==> config.mk <==
export PLATFORM = sky130hd
export DESIGN_NAME = hazard_fwd_unit
export DESIGN_NICKNAME = d
export VERILOG_FILES = /design/src/rtl/hazard_fwd_unit.sv
export SDC_FILE = /design/constraint.sdc
export NUM_CORES = 1
export LEC_CHECK = 0
export ABC_CLOCK_PERIOD_IN_PS = 4500
export BUFFER_PORTS_ARGS = -buffer_cell sky130_fd_sc_hd__buf_2
export CORE_ASPECT_RATIO = 0.6
export CORE_UTILIZATION = 25
export CTS_CLUSTER_SIZE = 28
export DETAILED_ROUTE_END_ITERATION = 7
export HOLD_SLACK_MARGIN = 0.03
export RECOVER_POWER = 50
export REMOVE_ABC_BUFFERS = 1
export SYNTH_ARGS = -nofsm -noshare
export SYNTH_HDL_FRONTEND = slang
export SYNTH_SLANG_ARGS = --single-unit
==> constraint.sdc <==
create_clock -name clk_i -period 4.5 [get_ports clk_i]
set_input_delay 0.675 -clock clk_i [delete_from_list [all_inputs] [get_ports clk_i]]
set_output_delay 0.675 -clock clk_i [all_outputs]
set_load 0.01 [all_outputs]
==> src/rtl/hazard_fwd_unit.sv <==
// Hazard controller for the 5-stage RV32I pipeline: EX operand forwarding, load-use interlock,
// taken-branch flush and saturating stall/flush performance counters.
module hazard_fwd_unit #(
    parameter int unsigned REG_AW = 5,
    parameter bit          FWD_EN = 1'b1,
    parameter int unsigned CNT_W  = 16
) (
    input  logic              clk_i,
    input  logic              rst_ni,
    input  logic [REG_AW-1:0] id_rs1_i,
    input  logic [REG_AW-1:0] id_rs2_i,
    input  logic              id_use_rs1_i,
    input  logic              id_use_rs2_i,
    input  logic [REG_AW-1:0] ex_rd_i,
    input  logic              ex_reg_write_i,
    input  logic              ex_mem_read_i,
    input  logic [REG_AW-1:0] mem_rd_i,
    input  logic              mem_reg_write_i,
    input  logic              ex_branch_taken_i,
    input  logic              cnt_clr_i,
    output logic              stall_if_o,
    output logic              stall_id_o,
    output logic              flush_id_o,
    output logic              flush_ex_o,
    output logic [1:0]        fwd_a_sel_o,
    output logic [1:0]        fwd_b_sel_o,
    output logic [CNT_W-1:0]  stall_cnt_o,
    output logic [CNT_W-1:0]  flush_cnt_o
);

    localparam logic [1:0]       SelRf  = 2'b00;
    localparam logic [1:0]       SelMem = 2'b01;
    localparam logic [1:0]       SelWb  = 2'b10;
    localparam logic [CNT_W-1:0] CntMax = '1;

    logic ex_hit_a, ex_hit_b, mem_hit_a, mem_hit_b;
    logic stall_req;

    logic [1:0]       fwd_a_d, fwd_a_q;
    logic [1:0]       fwd_b_d, fwd_b_q;
    logic [CNT_W-1:0] stall_cnt_d, stall_cnt_q;
    logic [CNT_W-1:0] flush_cnt_d, flush_cnt_q;

    // x0 is hard-zero, so a producer targeting it never supplies a value.
    always_comb begin
        ex_hit_a  = id_use_rs1_i && ex_reg_write_i && (ex_rd_i != '0) && (ex_rd_i == id_rs1_i);
        ex_hit_b  = id_use_rs2_i && ex_reg_write_i && (ex_rd_i != '0) && (ex_rd_i == id_rs2_i);
        mem_hit_a = id_use_rs1_i && mem_reg_write_i && (mem_rd_i != '0) && (mem_rd_i == id_rs1_i);
        mem_hit_b = id_use_rs2_i && mem_reg_write_i && (mem_rd_i != '0) && (mem_rd_i == id_rs2_i);
    end

    always_comb begin
        if (FWD_EN) begin
            stall_req = ex_mem_read_i && (ex_hit_a || ex_hit_b);
        end else begin
            stall_req = ex_hit_a || ex_hit_b || mem_hit_a || mem_hit_b;
        end
    end

    // Taken branch beats a stall: the ID instruction is wrong-path anyway.
    always_comb begin
        stall_if_o = 1'b0;
        stall_id_o = 1'b0;
        flush_id_o = 1'b0;
        flush_ex_o = 1'b0;
        if (ex_branch_taken_i) begin
            flush_id_o = 1'b1;
            flush_ex_o = 1'b1;
        end else if (stall_req) begin
            stall_if_o = 1'b1;
            stall_id_o = 1'b1;
            flush_ex_o = 1'b1;
        end
    end

    function automatic logic [1:0] pick_src(input logic ex_hit, input logic mem_hit);
        if (ex_hit) begin
            return SelMem;
        end else if (mem_hit) begin
            return SelWb;
        end
        return SelRf;
    endfunction

    always_comb begin
        fwd_a_d = SelRf;
        fwd_b_d = SelRf;
        if (FWD_EN && !flush_ex_o) begin
            fwd_a_d = pick_src(ex_hit_a, mem_hit_a);
            fwd_b_d = pick_src(ex_hit_b, mem_hit_b);
        end
    end

    always_comb begin
        stall_cnt_d = stall_cnt_q;
        flush_cnt_d = flush_cnt_q;
        if (cnt_clr_i) begin
            stall_cnt_d = '0;
            flush_cnt_d = '0;
        end else begin
            if (stall_id_o && (stall_cnt_q != CntMax)) begin
                stall_cnt_d = stall_cnt_q + CNT_W'(1);
            end
            if (ex_branch_taken_i && (flush_cnt_q != CntMax)) begin
                flush_cnt_d = flush_cnt_q + CNT_W'(1);
            end
        end
    end

    always_ff @(posedge clk_i or negedge rst_ni) begin
        if (!rst_ni) begin
            fwd_a_q     <= SelRf;
            fwd_b_q     <= SelRf;
            stall_cnt_q <= '0;
            flush_cnt_q <= '0;
        end else begin
            fwd_a_q     <= fwd_a_d;
            fwd_b_q     <= fwd_b_d;
            stall_cnt_q <= stall_cnt_d;
            flush_cnt_q <= flush_cnt_d;
        end
    end

    assign fwd_a_sel_o = fwd_a_q;
    assign fwd_b_sel_o = fwd_b_q;
    assign stall_cnt_o = stall_cnt_q;
    assign flush_cnt_o = flush_cnt_q;

endmodule

==> impl_metrics.sql, run 1 <==
INSERT INTO impl_metrics (metric_group, metric, value, unit) VALUES
('cts', 'clock_latency', '270', 'ps'),
('outcome', 'status', 'finished, violations left', ''),
('cts', 'cts_max_level', '2', ''),
('setup_path', 'cpMostUsedCell', 'buf_2', ''),
('drt', 'drt.antenna.violating_nets', '0', ''),
('pwr', 'sw_frac_of_total', '22.0', '%'),
('hold_path', 'holdPathEnd', 'stall_cnt_o[11]$_DFFE_PN0P_', ''),
('grt', 'grt_pass1_wl', '9280', 'um'),
('die', 'die-area', '9160', 'sq um'),
('timing', 'timing.final.crit_period', '2960', 'ps'),
('placed_design', 'placedCellCount', '406', ''),
('placed_design', 'hpwlAfterDp', '4340', 'um'),
('grt', 'first_global_vias', '1774', ''),
('yosys', 'ys.warnings.count', '0', ''),
('timing', 'final.period_utilization', '65.8', '%'),
('hold_path', 'hold_path_startpoint', 'stall_cnt_o[11]$_DFFE_PN0P_', ''),
('pwr', 'total_leakage_power', '1.15', 'nW'),
('setup_path', 'cpMaxStageDelayCell', 'o21bai_1', ''),
('timing', 'maxSlewViolCount', '37', ''),
('setup_path', 'r2r_end', 'stall_cnt_o[13]$_DFFE_PN0P_', ''),
('hold_path', 'min-delay-path-class', 'flip-flop to flip-flop', ''),
('yosys', 'async_s_r_ff_share_synth', '100', '%'),
('cts', 'buffer_cell_driving_the_clock_tree_root', 'clkbuf_16', ''),
('cts', 'cts.path.max_buffers', '2', ''),
('yosys', 'synth.top_cells.by_count', '36 x dfrtp_1, 24 x xor2_1, 21 x nand2_1', ''),
('timing', 'finalHoldWorstSlack', '558', 'ps'),
('yosys', 'post_synthesis_cell_area', '2190', 'sq um'),
('pwr', 'ir_drop', '0.000135', 'V'),
('placed_design', 'portBuffers', '68', ''),
('yosys', 'synth_top_flop_cell', 'dfrtp_1', ''),
('die', 'effective_utilization_at_floorplan', '25.7', '%'),
('pwr', 'power.sequential.fraction', '42.0', '%'),
('yosys', 'synth_edf_count', '0', ''),
('job', 'drv.max_cap_violation_count', '1', ''),
('pwr', 'power-per-cell-area', '286', 'nW/um^2'),
('grt', 'globalRouteOverflowTotal', '0', ''),
('layout', 'drive_gt1_share', '21.5', '%'),
('pwr', 'power_switching', '0.172', 'mW'),
('setup_path', 'worst-endpoint-required', '3830', 'ps'),
('pwr', 'internal_power', '0.609', 'mW'),
('layout', 'area.growth.synth_to_final', '24.6', '%'),
('cts', 'cts_buffers', '5', ''),
('setup_path', 'timing.critical_path.max_delay_family', 'simple AND/OR/NAND/NOR gates', ''),
('layout', 'finish.net_count', '332', ''),
('drt', 'initialDrtViolationCount', '108', ''),
('cts', 'cts_num_sinks', '36', ''),
('drt', 'number_of_vias_after_detailed_routing', '2016', ''),
('timing', 'rsz0062_at_grt', 'no', ''),
('die', 'io_pins', '69', ''),
('setup_path', 'max_stage_delay', '360', 'ps'),
('setup_path', 'rr_worst_depth', '6', ''),
('setup_path', 'crit_arrival', '2280', 'ps'),
('timing', 'finalClockSkew', '6.10', 'ps'),
('grt', 'antenna_violations_before_repair', '0', ''),
('yosys', 'postSynthAreaPerCell', '9.14', 'sq um'),
('yosys', 'yosysSeqAreaShare', '41.1', '%'),
('die', 'dieHeight', '74.6', 'um'),
('pwr', 'power.share.clock', '49.6', '%'),
('setup_path', 'cp_cell_sequence', 'buf_2, xor2_1, nor4_1, nand3_1, and2_4, o21bai_1, buf_2', ''),
('drt', 'drt-pass1-iter-count', '4', ''),
('drt', 'routed_wire_length_per_instance', '13.9', 'um'),
('timing', 'hold_viol', '0', ''),
('setup_path', 'timing.reg2reg.setup_slack', '2270', 'ps'),
('cts', 'postCtsHoldBufs', '0', ''),
('drt', 'count_of_unresolved_drc_violations_after_routing', '0', ''),
('setup_path', 'path_max_fanout', '29', ''),
('setup_path', 'critical_path_buf_inv_count', '2', ''),
('layout', 'fill_cells', '906', ''),
('setup_path', 'crit_path_start_kind', 'input port', ''),
('outcome', 'failed_checks', 'capacitance limit, slew limit', ''),
('timing', 'timing.max_slew.rel_slack', '-33.4', '%');
-- final cells by class --
| type | count | area (sq um) | share of cell area (%) |
|---|---|---|---|
| Multi-Input combinational cell | 187 | 1200 | 43.9 |
| Sequential cell | 36 | 901 | 33.0 |
| Timing Repair Buffer | 68 | 314 | 11.5 |
| Tap cell | 112 | 140 | 5.13 |
| Clock buffer | 5 | 125 | 4.58 |
| Clock inverter | 3 | 42.5 | 1.56 |
| Inverter | 3 | 11.3 | 0.412 |
-- worst min-delay path: stages (launching register included) --
cell     delay (ps)
dfrtp_1         400
o41ai_1          70
a21oi_1          60
-- state kept, by name, summed over array words and instances, names as in the netlist --
| signal | cells |
|---|---|
| stall_cnt_o | 16 |
| fwd_b_sel_o | 2 |
| flush_cnt_o | 16 |
| fwd_a_sel_o | 2 |
-- how the worst max path moves through the flow --
stage / start / depth (start not counted) / slack [ps] / to
floorplan: ex_rd_i[4] / 4 / 1980 / stall_id_o
global placement: ex_rd_i[4] / 7 / 1680 / flush_ex_o
detailed placement: ex_rd_i[2] / 7 / 1570 / flush_ex_o
CTS: ex_rd_i[2] / 7 / 1550 / flush_ex_o
global route: ex_rd_i[2] / 7 / 1310 / flush_ex_o
finish: ex_rd_i[4] / 7 / 1540 / flush_ex_o
-- power groups by stage --
stage          registers [mW]  clock network, mW  logic [mW]
2_1_floorplan           0.334                  0      0.0247
3_3_place_gp            0.334                  0      0.0657
3_5_place_dp            0.334                  0      0.0669
4_1_cts                 0.328              0.403      0.0669
5_1_grt                 0.328              0.412      0.0740
6_report                0.328              0.388      0.0657
-- through the flow --
step | power [mW] | worst slack [ps] | cell area, sq um
global route | 0.814 | 1310 | 2730
detailed placement | 0.401 | 1570 | 2590
CTS | 0.798 | 1550 | 2760
floorplan | 0.359 | 1980 | 2110
global placement | 0.400 | 1680 | 2590
finish | 0.782 | 1540 | 2730
-- per-layer routing --
metal  part of all wire (%)  global-route usage [%]
met4                   0.80                    2.17
met1                     52                    19.9
met5                      0                       0
met3                    5.2                    3.14
met2                     42                    18.4
-- cells by family after synthesis --
family                   Yosys count  synth area share [%]
adder cells (fa/ha/maj)            2                  1.14
buffers and inverters             17                  4.28
multiplexers                       3                  1.54
flip-flops                        36                  41.1
XOR/XNOR                          33                  13.2
AO/OA/AOI/OAI                     39                  11.4
AND/OR/NAND/NOR                  110                  27.4
-- placed cells by master, fill, tap and decap left out, types with 2 or more instances in the layout --
master and instances:
nand3_1 15, clkbuf_1 21, xor2_1 24, o41ai_1 3
and2_1 3, xnor2_1 9, or2_2 2, and3_1 3
nor2b_1 3, dfrtp_1 36, or4_1 13, a21oi_1 18
nand2_1 21, mux2_2 3, nor2_1 19, o21ai_0 4
and4_1 2, nor3_1 7, a211oi_1 2, nand4_1 8
nor4_1 5, buf_2 47, ha_1 2, nor3b_1 2
o31ai_1 8, inv_1 3, or3_1 2, clkbuf_16 5
Note: power is estimated with default switching activity, not from simulation.
==> run 2: changes to the inputs <==
--- a/config.mk
+++ b/config.mk
@@ -5,7 +5,8 @@
 export SDC_FILE = /design/constraint.sdc
 export NUM_CORES = 1
 export LEC_CHECK = 0
-export ABC_CLOCK_PERIOD_IN_PS = 4500
+export ABC_AREA = 1
+export ABC_CLOCK_PERIOD_IN_PS = 3110
 export BUFFER_PORTS_ARGS = -buffer_cell sky130_fd_sc_hd__buf_2
 export CORE_ASPECT_RATIO = 0.6
 export CORE_UTILIZATION = 25
==> constraint.sdc (replaced) <==
create_clock -name clk_i -period 3.11 [get_ports clk_i]
set_input_delay 0.4665 -clock clk_i [delete_from_list [all_inputs] [get_ports clk_i]]
set_output_delay 0.4665 -clock clk_i [all_outputs]
set_load 0.01 [all_outputs]
==> run 2 against run 1 <==
The flow still finishes with violations (capacitance limit, slew limit). Die area up 12%. Critical path depth up 4. Via count up 31%. Sequential share of layout area down 3.6 points. Wire length up 31%. Combinational power up 110%. Utilization up 0.68 points. Clock power up 48%. Non-clock buffer count up 1. Clock skew down 2.7 ps. Sequential power up 48%. Synthesized cell count up 55%. Largest power group unchanged. Highest routed layer unchanged.
==> impl_metrics.sql, run 2 <==
INSERT INTO impl_metrics (metric_group, metric, value, unit) VALUES
('die', 'dieHeight', '78.9', 'um'),
('hold_path', 'min-delay-path-class', 'flip-flop to flip-flop', ''),
('drt', 'drt-pass1-iter-count', '4', ''),
('cts', 'cts_max_level', '2', ''),
('timing', 'final.period_utilization', '68.4', '%'),
('layout', 'final-instance-count-excl-fill', '569', ''),
('die', 'die-area', '10300', 'sq um'),
('outcome', 'failed_checks', 'capacitance limit, slew limit', ''),
('setup_path', 'crit_path_end_kind', 'primary output', ''),
('drt', 'detail_route.vias_per_cell', '4.65', ''),
('yosys', 'synth_adder_area_share', '1.01', '%'),
('setup_path', 'cpMostUsedCell', 'nand2_1', ''),
('yosys', 'synth_edf_count', '0', ''),
('die', 'io_pins', '69', ''),
('timing', 'max_freq', '0.470', 'GHz'),
('yosys', 'synth_largest_type_area_fraction', '36.5', '%'),
('grt', 'grt_pass1_wl', '12300', 'um'),
('die', 'die_width', '130', 'um'),
('grt', 'first_global_vias', '2377', ''),
('layout', 'area.growth.synth_to_final', '24.3', '%'),
('cts', 'buffer_cell_driving_the_clock_tree_root', 'clkbuf_16', ''),
('placed_design', 'post_place_worst_slack', '1040', 'ps'),
('yosys', 'netlist.top_cell.by_area', 'dfrtp_1', ''),
('timing', 'setup_viol_count_final', '0', ''),
('cts', 'post_cts_buffers', '0', ''),
('setup_path', 'timing.critical_path.max_delay_family', 'simple AND/OR/NAND/NOR gates', ''),
('pwr', 'pwr_total', '1.19', 'mW'),
('setup_path', 'path_max_fanout', '4', ''),
('timing', 'rsz0062_at_grt', 'no', ''),
('drt', 'drt.antenna.violating_nets', '0', ''),
('cts', 'cts_tree', 'done', ''),
('timing', 'post-route-worst-setup-slack', '982', 'ps'),
('placed_design', 'portBuffers', '68', ''),
('placed_design', 'hpwlAfterDp', '5750', 'um'),
('die', 'rows', '27', ''),
('cts', 'cts_buffers', '5', ''),
('layout', 'drive_gt1_share', '14.8', '%'),
('drt', 'count_of_unresolved_drc_violations_after_routing', '0', ''),
('die', 'effective_utilization_at_floorplan', '26.4', '%'),
('timing', 'timing.final.crit_period', '2130', 'ps'),
('yosys', 'main_combinational_cell_family_by_area_after_synthesis', 'simple AND/OR/NAND/NOR gates', ''),
('grt', 'globalRouteOverflowTotal', '0', ''),
('yosys', 'post_synthesis_cell_area', '2470', 'sq um'),
('grt', 'grt_start_max_net_pins', '37', ''),
('cts', 'clock_latency', '280', 'ps'),
('yosys', 'synthDistinctLibCells', '34', ''),
('yosys', 'yosysSeqAreaShare', '36.5', '%'),
('drt', 'number_of_vias_after_detailed_routing', '2646', ''),
('yosys', 'post_synthesis_cell_count', '371', ''),
('layout', 'finish.net_count', '469', ''),
('yosys', 'ys.warnings.count', '0', ''),
('yosys', 'synth.top_cells.by_count', '115 x nand2_1, 52 x nor2_1, 46 x inv_1', ''),
('timing', 'timing.max_slew.rel_slack', '-35.2', '%'),
('yosys', 'xor_and_xnor_area_share_after_synthesis', '4.97', '%'),
('setup_path', 'critical_path_buf_inv_count', '3', ''),
('setup_path', 'cpMaxStageDelayCell', 'inv_1', ''),
('pwr', 'power-per-cell-area', '390', 'nW/um^2'),
('timing', 'finalClockSkew', '3.42', 'ps'),
('cts', 'postCtsHoldBufs', '0', ''),
('yosys', 'yosysMostFrequentCell', 'nand2_1', ''),
('job', 'drv.max_cap_violation_count', '1', ''),
('cts', 'cts_num_sinks', '36', ''),
('timing', 'max_slew.worst_pin.slew', '2030', 'ps'),
('grt', 'antenna_violations_before_repair', '0', ''),
('yosys', 'async_s_r_ff_share_synth', '100', '%'),
('die', 'core_area', '9360', 'sq um'),
('setup_path', 'cp_cell_sequence', 'buf_2, inv_1, nand2_1, nand2_1, nand2_1, nor2_2, nand2_1, nand2_2, nand2_1, nand2_1, buf_2', ''),
('cts', 'quantity_of_gates_resized_following_cts', '0', ''),
('timing', 'hold_viol', '0', ''),
('setup_path', 'timing_worst_setup_path_type', 'input port to primary output', ''),
('setup_path', 'crit_arrival', '1660', 'ps'),
('outcome', 'status', 'finished, violations left', ''),
('yosys', 'synthMuxAreaShare', '0', '%'),
('pwr', 'total_leakage_power', '1.51', 'nW'),
('placed_design', 'placedCellCount', '561', ''),
('cts', 'cts.path.max_buffers', '2', ''),
('setup_path', 'max_stage_delay', '150', 'ps'),
('yosys', 'postSynthAreaPerCell', '6.65', 'sq um'),
('yosys', 'synth_top_flop_cell', 'dfrtp_1', ''),
('timing', 'fin_tns_setup', '0', 'ps'),
('setup_path', 'crit_path_start_kind', 'input port', ''),
('yosys', 'synth_compound_gate_area_share', '7.46', '%'),
('layout', 'antennaDiodeCount', '0', ''),
('yosys', 'synth-seq-cells', '36', ''),
('timing', 'finalHoldWorstSlack', '520', 'ps'),
('drt', 'routed_wire_length_per_instance', '13.3', 'um'),
('drt', 'initialDrtViolationCount', '194', ''),
('cts', 'clk_pin_slew', '60', 'ps'),
('drt', 'routed_wirelength', '7570', 'um'),
('timing', 'maxSlewViolCount', '37', ''),
('yosys', 'synth-simple-area-share', '40.8', '%'),
('placed_design', 'gp_routability_congestion', '1.05', ''),
('layout', 'final_common_cell', 'nand2_1', ''),
('setup_path', 'worst-endpoint-required', '2640', 'ps'),
('pwr', 'ir_drop', '0.000166', 'V'),
('yosys', 'post_synth_main_area_contributors', 'dfrtp_1 37%, nand2_1 18%, nor2_1 7.9%', ''),
('layout', 'final_cell_mix', '115 x nand2_1, 52 x nor2_1, 47 x buf_2', ''),
('grt', 'grt_util_all_layers', '15.7', '%');
-- run 2: changes by cell type in the layout (fill, tap and decap cells not counted), sizes merged, moves of 4 or more --
| cell | change |
|---|---|
| inv | +44 |
| and2 | -4 |
| or4 | -13 |
| xor2 | -13 |
| nor3 | +8 |
| o31ai | -8 |
| nor4 | -4 |
| a21oi | -8 |
| o21ai | +10 |
| nand2 | +97 |
| nand3 | +17 |
| nor2 | +34 |
| xnor2 | -6 |
-- run 2: routing by layer --
layer  wire, um  vias up  GRT usage [%]
met1       4000     1216           24.4
met2       2830       98           20.2
met4         85        0           4.07
met5          0        -              0
li1           -     1322              -
met3        655       10           4.85
-- run 2: final timing paths --
kind	startpoint	end	slack, ps	cells after the start
setup / recovery	id_rs2_i[4]	flush_ex_o	980	11
hold / removal	flush_cnt_o[3]$_DFFE_PN0P_	flush_cnt_o[3]$_DFFE_PN0P_	520	1
setup reg to reg	stall_cnt_o[0]$_DFFE_PN0P_	stall_cnt_o[3]$_DFFE_PN0P_	1210	10
hold reg to reg	flush_cnt_o[3]$_DFFE_PN0P_	flush_cnt_o[3]$_DFFE_PN0P_	520	1
max in group asynchronous	rst_ni	stall_cnt_o[4]$_DFFE_PN0P_	1190	1
min in group asynchronous	rst_ni	flush_cnt_o[4]$_DFFE_PN0P_	750	1
-- run 2: logic make-up (layout without fill, tap and decap cells) --
family | Yosys count | after routing
simple gates | 231 | 231
buf+inv | 56 | 124
compound gates | 32 | 32
fa+ha+maj | 2 | 2
xor+xnor | 14 | 14
flops | 36 | 36
-- run 2: worst reg2reg max path, stage by stage, from the launching register on --
cell     delay (ps)
dfrtp_1         420
ha_1            240
nand2_1          90
inv_1            50
nand2_1          90
inv_1            80
nand4_1         120
nand4_4         300
nand2_4         300
nand2_1          90
nand2_1          60
-- run 2: layout make-up --
class / instances / area, sq um
Clock buffer: 6 / 129
Fill cell: 1057 / 6290
Clock inverter: 2 / 35.0
Tap cell: 130 / 163
Inverter: 47 / 176
Multi-Input combinational cell: 279 / 1340
Sequential cell: 36 / 901
Timing Repair Buffer: 69 / 322
-- run 2: report_power, final --
part           switching (mW)  total [mW]  internal (mW)
sequential            0.00811       0.484          0.476
clock                   0.197       0.574          0.377
combinational          0.0938       0.137         0.0428
total                   0.298        1.19          0.896
-- run 2: through the flow --
| step | utilization (%) | area (sq um) |
|---|---|---|
| 4_1_cts | 33.0 | 3090 |
| 2_1_floorplan | - | 2420 |
| 5_1_grt | 32.7 | 3060 |
| 6_report | 32.7 | 3060 |
| 3_3_place_gp | 31.3 | 2930 |
| 3_5_place_dp | 31.3 | 2930 |
==> run 3: changes to the inputs <==
--- a/config.mk
+++ b/config.mk
@@ -6,7 +6,7 @@
 export NUM_CORES = 1
 export LEC_CHECK = 0
 export ABC_AREA = 1
-export ABC_CLOCK_PERIOD_IN_PS = 3110
+export ABC_CLOCK_PERIOD_IN_PS = 1800
 export BUFFER_PORTS_ARGS = -buffer_cell sky130_fd_sc_hd__buf_2
 export CORE_ASPECT_RATIO = 0.6
 export CORE_UTILIZATION = 25
==> constraint.sdc (replaced) <==
create_clock -name clk_i -period 1.8 [get_ports clk_i]
set_input_delay 0.27 -clock clk_i [delete_from_list [all_inputs] [get_ports clk_i]]
set_output_delay 0.27 -clock clk_i [all_outputs]
set_load 0.01 [all_outputs]
==> run 3 against run 2 <==
The run now ends clean. Register-to-register slack got worse by 1100 ps. Cell count rose by 2.6%. Critical path depth fell by 1. Clock-buffer cell count did not move. Non-clock buffer count rose by 15. Via count fell by 1.8%. First-iteration DRC count fell by 23%. Die area did not move. Hold slack got worse by 320 ps. Sequential share of layout area fell by 1.2 points. Cell area rose by 4.4%. Clock skew rose by 4.5 ps.
==> impl_metrics.sql, run 3 (synthesis results as in run 2) <==
INSERT INTO impl_metrics (metric_group, metric, value, unit) VALUES
('drt', 'detail_route.vias_per_cell', '4.45', ''),
('setup_path', 'critical_path_buf_inv_count', '3', ''),
('placed_design', 'hpwlAfterDp', '5610', 'um'),
('setup_path', 'path_max_fanout', '4', ''),
('grt', 'first_global_vias', '2409', ''),
('drt', 'routed_wirelength', '7280', 'um'),
('setup_path', 'cpMostUsedCell', 'nand2_1', ''),
('setup_path', 'crit_path_end_kind', 'primary output', ''),
('setup_path', 'crit_arrival', '1430', 'ps'),
('grt', 'grt_util_all_layers', '15.2', '%'),
('timing', 'max_slew.worst_pin.slew', '937', 'ps'),
('cts', 'cts.path.max_buffers', '2', ''),
('pwr', 'power-per-cell-area', '654', 'nW/um^2'),
('pwr', 'power.sequential.fraction', '39.8', '%'),
('pwr', 'sw_frac_of_total', '25.1', '%'),
('setup_path', 'cpMaxStageDelayCell', 'buf_2', ''),
('setup_path', 'worst-endpoint-required', '1530', 'ps'),
('die', 'die-area', '10300', 'sq um'),
('grt', 'grt_start_max_net_pins', '37', ''),
('die', 'rows', '27', ''),
('timing', 'final.period_utilization', '94.2', '%'),
('layout', 'final-instance-count-excl-fill', '584', ''),
('timing', 'fin_tns_setup', '0', 'ps'),
('setup_path', 'crit_path_start_kind', 'input port', ''),
('drt', 'count_of_unresolved_drc_violations_after_routing', '0', ''),
('layout', 'drive_gt1_share', '19.2', '%'),
('layout', 'finish.net_count', '484', ''),
('timing', 'timing.final.crit_period', '1700', 'ps'),
('setup_path', 'timing_worst_setup_path_type', 'input port to primary output', ''),
('timing', 'maxSlewViolCount', '0', ''),
('layout', 'final_cell_mix', '114 x nand2_1, 50 x nor2_1, 49 x buf_2', ''),
('pwr', 'power_frac_comb', '12.2', '%'),
('layout', 'final_common_cell', 'nand2_1', ''),
('cts', 'clock_latency', '290', 'ps'),
('layout', 'antennaDiodeCount', '0', ''),
('placed_design', 'gp_routability_congestion', '0.943', ''),
('cts', 'clk_pin_slew', '60', 'ps'),
('timing', 'rsz0062_at_grt', 'no', ''),
('grt', 'grt_pass1_wl', '12100', 'um'),
('setup_path', 'cp_cell_sequence', 'buf_2, inv_1, a21oi_1, nand2_1, nor2_1, nand2_1, nand2_2, nand2_1, nand2_1, buf_2', ''),
('setup_path', 'timing.critical_path.max_delay_family', 'simple AND/OR/NAND/NOR gates', ''),
('die', 'effective_utilization_at_floorplan', '26.4', '%'),
('pwr', 'power.share.clock', '48.0', '%'),
('cts', 'cts_buffers', '5', ''),
('placed_design', 'portBuffers', '68', ''),
('timing', 'max_freq', '0.590', 'GHz'),
('drt', 'drt.antenna.violating_nets', '0', ''),
('drt', 'drt-pass1-iter-count', '4', ''),
('setup_path', 'max_stage_delay', '150', 'ps'),
('drt', 'initialDrtViolationCount', '150', ''),
('hold_path', 'min-delay-path-class', 'input port to async pin', ''),
('cts', 'buffer_cell_driving_the_clock_tree_root', 'clkbuf_16', ''),
('grt', 'antenna_violations_before_repair', '0', ''),
('placed_design', 'placedCellCount', '570', ''),
('timing', 'hold_viol', '0', ''),
('cts', 'cts_max_level', '2', ''),
('pwr', 'ir_drop', '0.000340', 'V'),
('outcome', 'status', 'finished clean', ''),
('layout', 'area.growth.synth_to_final', '29.7', '%'),
('pwr', 'power_switching', '0.525', 'mW'),
('die', 'die_width', '130', 'um'),
('placed_design', 'post_place_worst_slack', '67.4', 'ps'),
('setup_path', 'timing.rr.start', 'stall_cnt_o[0]$_DFFE_PN0P_', ''),
('cts', 'cts_num_sinks', '36', ''),
('die', 'core_area', '9360', 'sq um'),
('timing', 'timing.max_slew.rel_slack', '37.6', '%'),
('die', 'dieHeight', '78.9', 'um'),
('job', 'drv.max_cap_violation_count', '0', ''),
('die', 'io_pins', '69', ''),
('pwr', 'total_leakage_power', '1.58', 'nW'),
('cts', 'cts_tree', 'done', ''),
('timing', 'setup_viol_count_final', '0', ''),
('grt', 'globalRouteOverflowTotal', '0', ''),
('timing', 'finalClockSkew', '7.95', 'ps'),
('setup_path', 'timing.reg2reg.setup_slack', '150', 'ps'),
('pwr', 'internal_power', '1.57', 'mW'),
('setup_path', 'worst_setup_path_startpoint', 'ex_rd_i[3]', ''),
('timing', 'post-route-worst-setup-slack', '104', 'ps'),
('timing', 'finalHoldWorstSlack', '199', 'ps'),
('drt', 'routed_wire_length_per_instance', '12.5', 'um'),
('drt', 'number_of_vias_after_detailed_routing', '2599', '');
[run 3: cell types whose count changed in the layout (fill, tap and decap cells not counted), sizes merged]
cell    change
buf        +16
clkbuf      -1
[run 3: per-stage QoR]
stage	area (sq um)	util (%)	power [mW]
detailed placement	2990	32.0	1.10
floorplan	2420	-	0.961
global placement	2990	32.0	1.10
CTS	3160	33.7	2.12
finish	3200	34.2	2.09
global route	3200	34.2	2.20
[run 3: final timing paths]
path / to / cells after the start
max: flush_ex_o / 10
min: flush_cnt_o[8]$_DFFE_PN0P_ / 2
max reg2reg: stall_cnt_o[11]$_DFFE_PN0P_ / 10
min reg2reg: flush_cnt_o[5]$_DFFE_PN0P_ / 1
max in group asynchronous: stall_cnt_o[10]$_DFFE_PN0P_ / 2
min in group clk_i: fwd_b_sel_o[1]$_DFF_PN0_ / 4
[run 3: layout make-up]
class                   count  area, sq um
clock buffers               6          129
flip-flops and latches     36          901
multi-input cells         279         1360
clock inverters             2         35.0
repair buffers             84          434
well taps                 130          163
inverters                  47          176
fillers                  1021         6160
[run 3: power by group through the flow]
stage	registers [mW]	logic [mW]	clock network, mW
final	0.833	0.256	1.00
after global routing	0.835	0.289	1.07
after CTS	0.833	0.254	1.03
after detailed placement	0.847	0.252	0
after global placement	0.847	0.250	0
after floorplan	0.856	0.105	0
[run 3: repair_timing]
action / 4_1_cts / 5_1_grt
buffers inserted: 0 / 6
hold buffers: 0 / 0
resized for setup: 0 / 6
endpoints found under the setup margin: 0 / 23
[run 3: metal layers]
| layer | vias up | global-route usage [%] | wire length (um) |
|---|---|---|---|
| met3 | 6 | 3.71 | 536 |
| met2 | 65 | 21.6 | 2910 |
| met5 | - | 0 | 0 |
| met4 | 0 | 2.91 | 38 |
| li1 | 1347 | - | - |
| met1 | 1181 | 22.9 | 3790 |
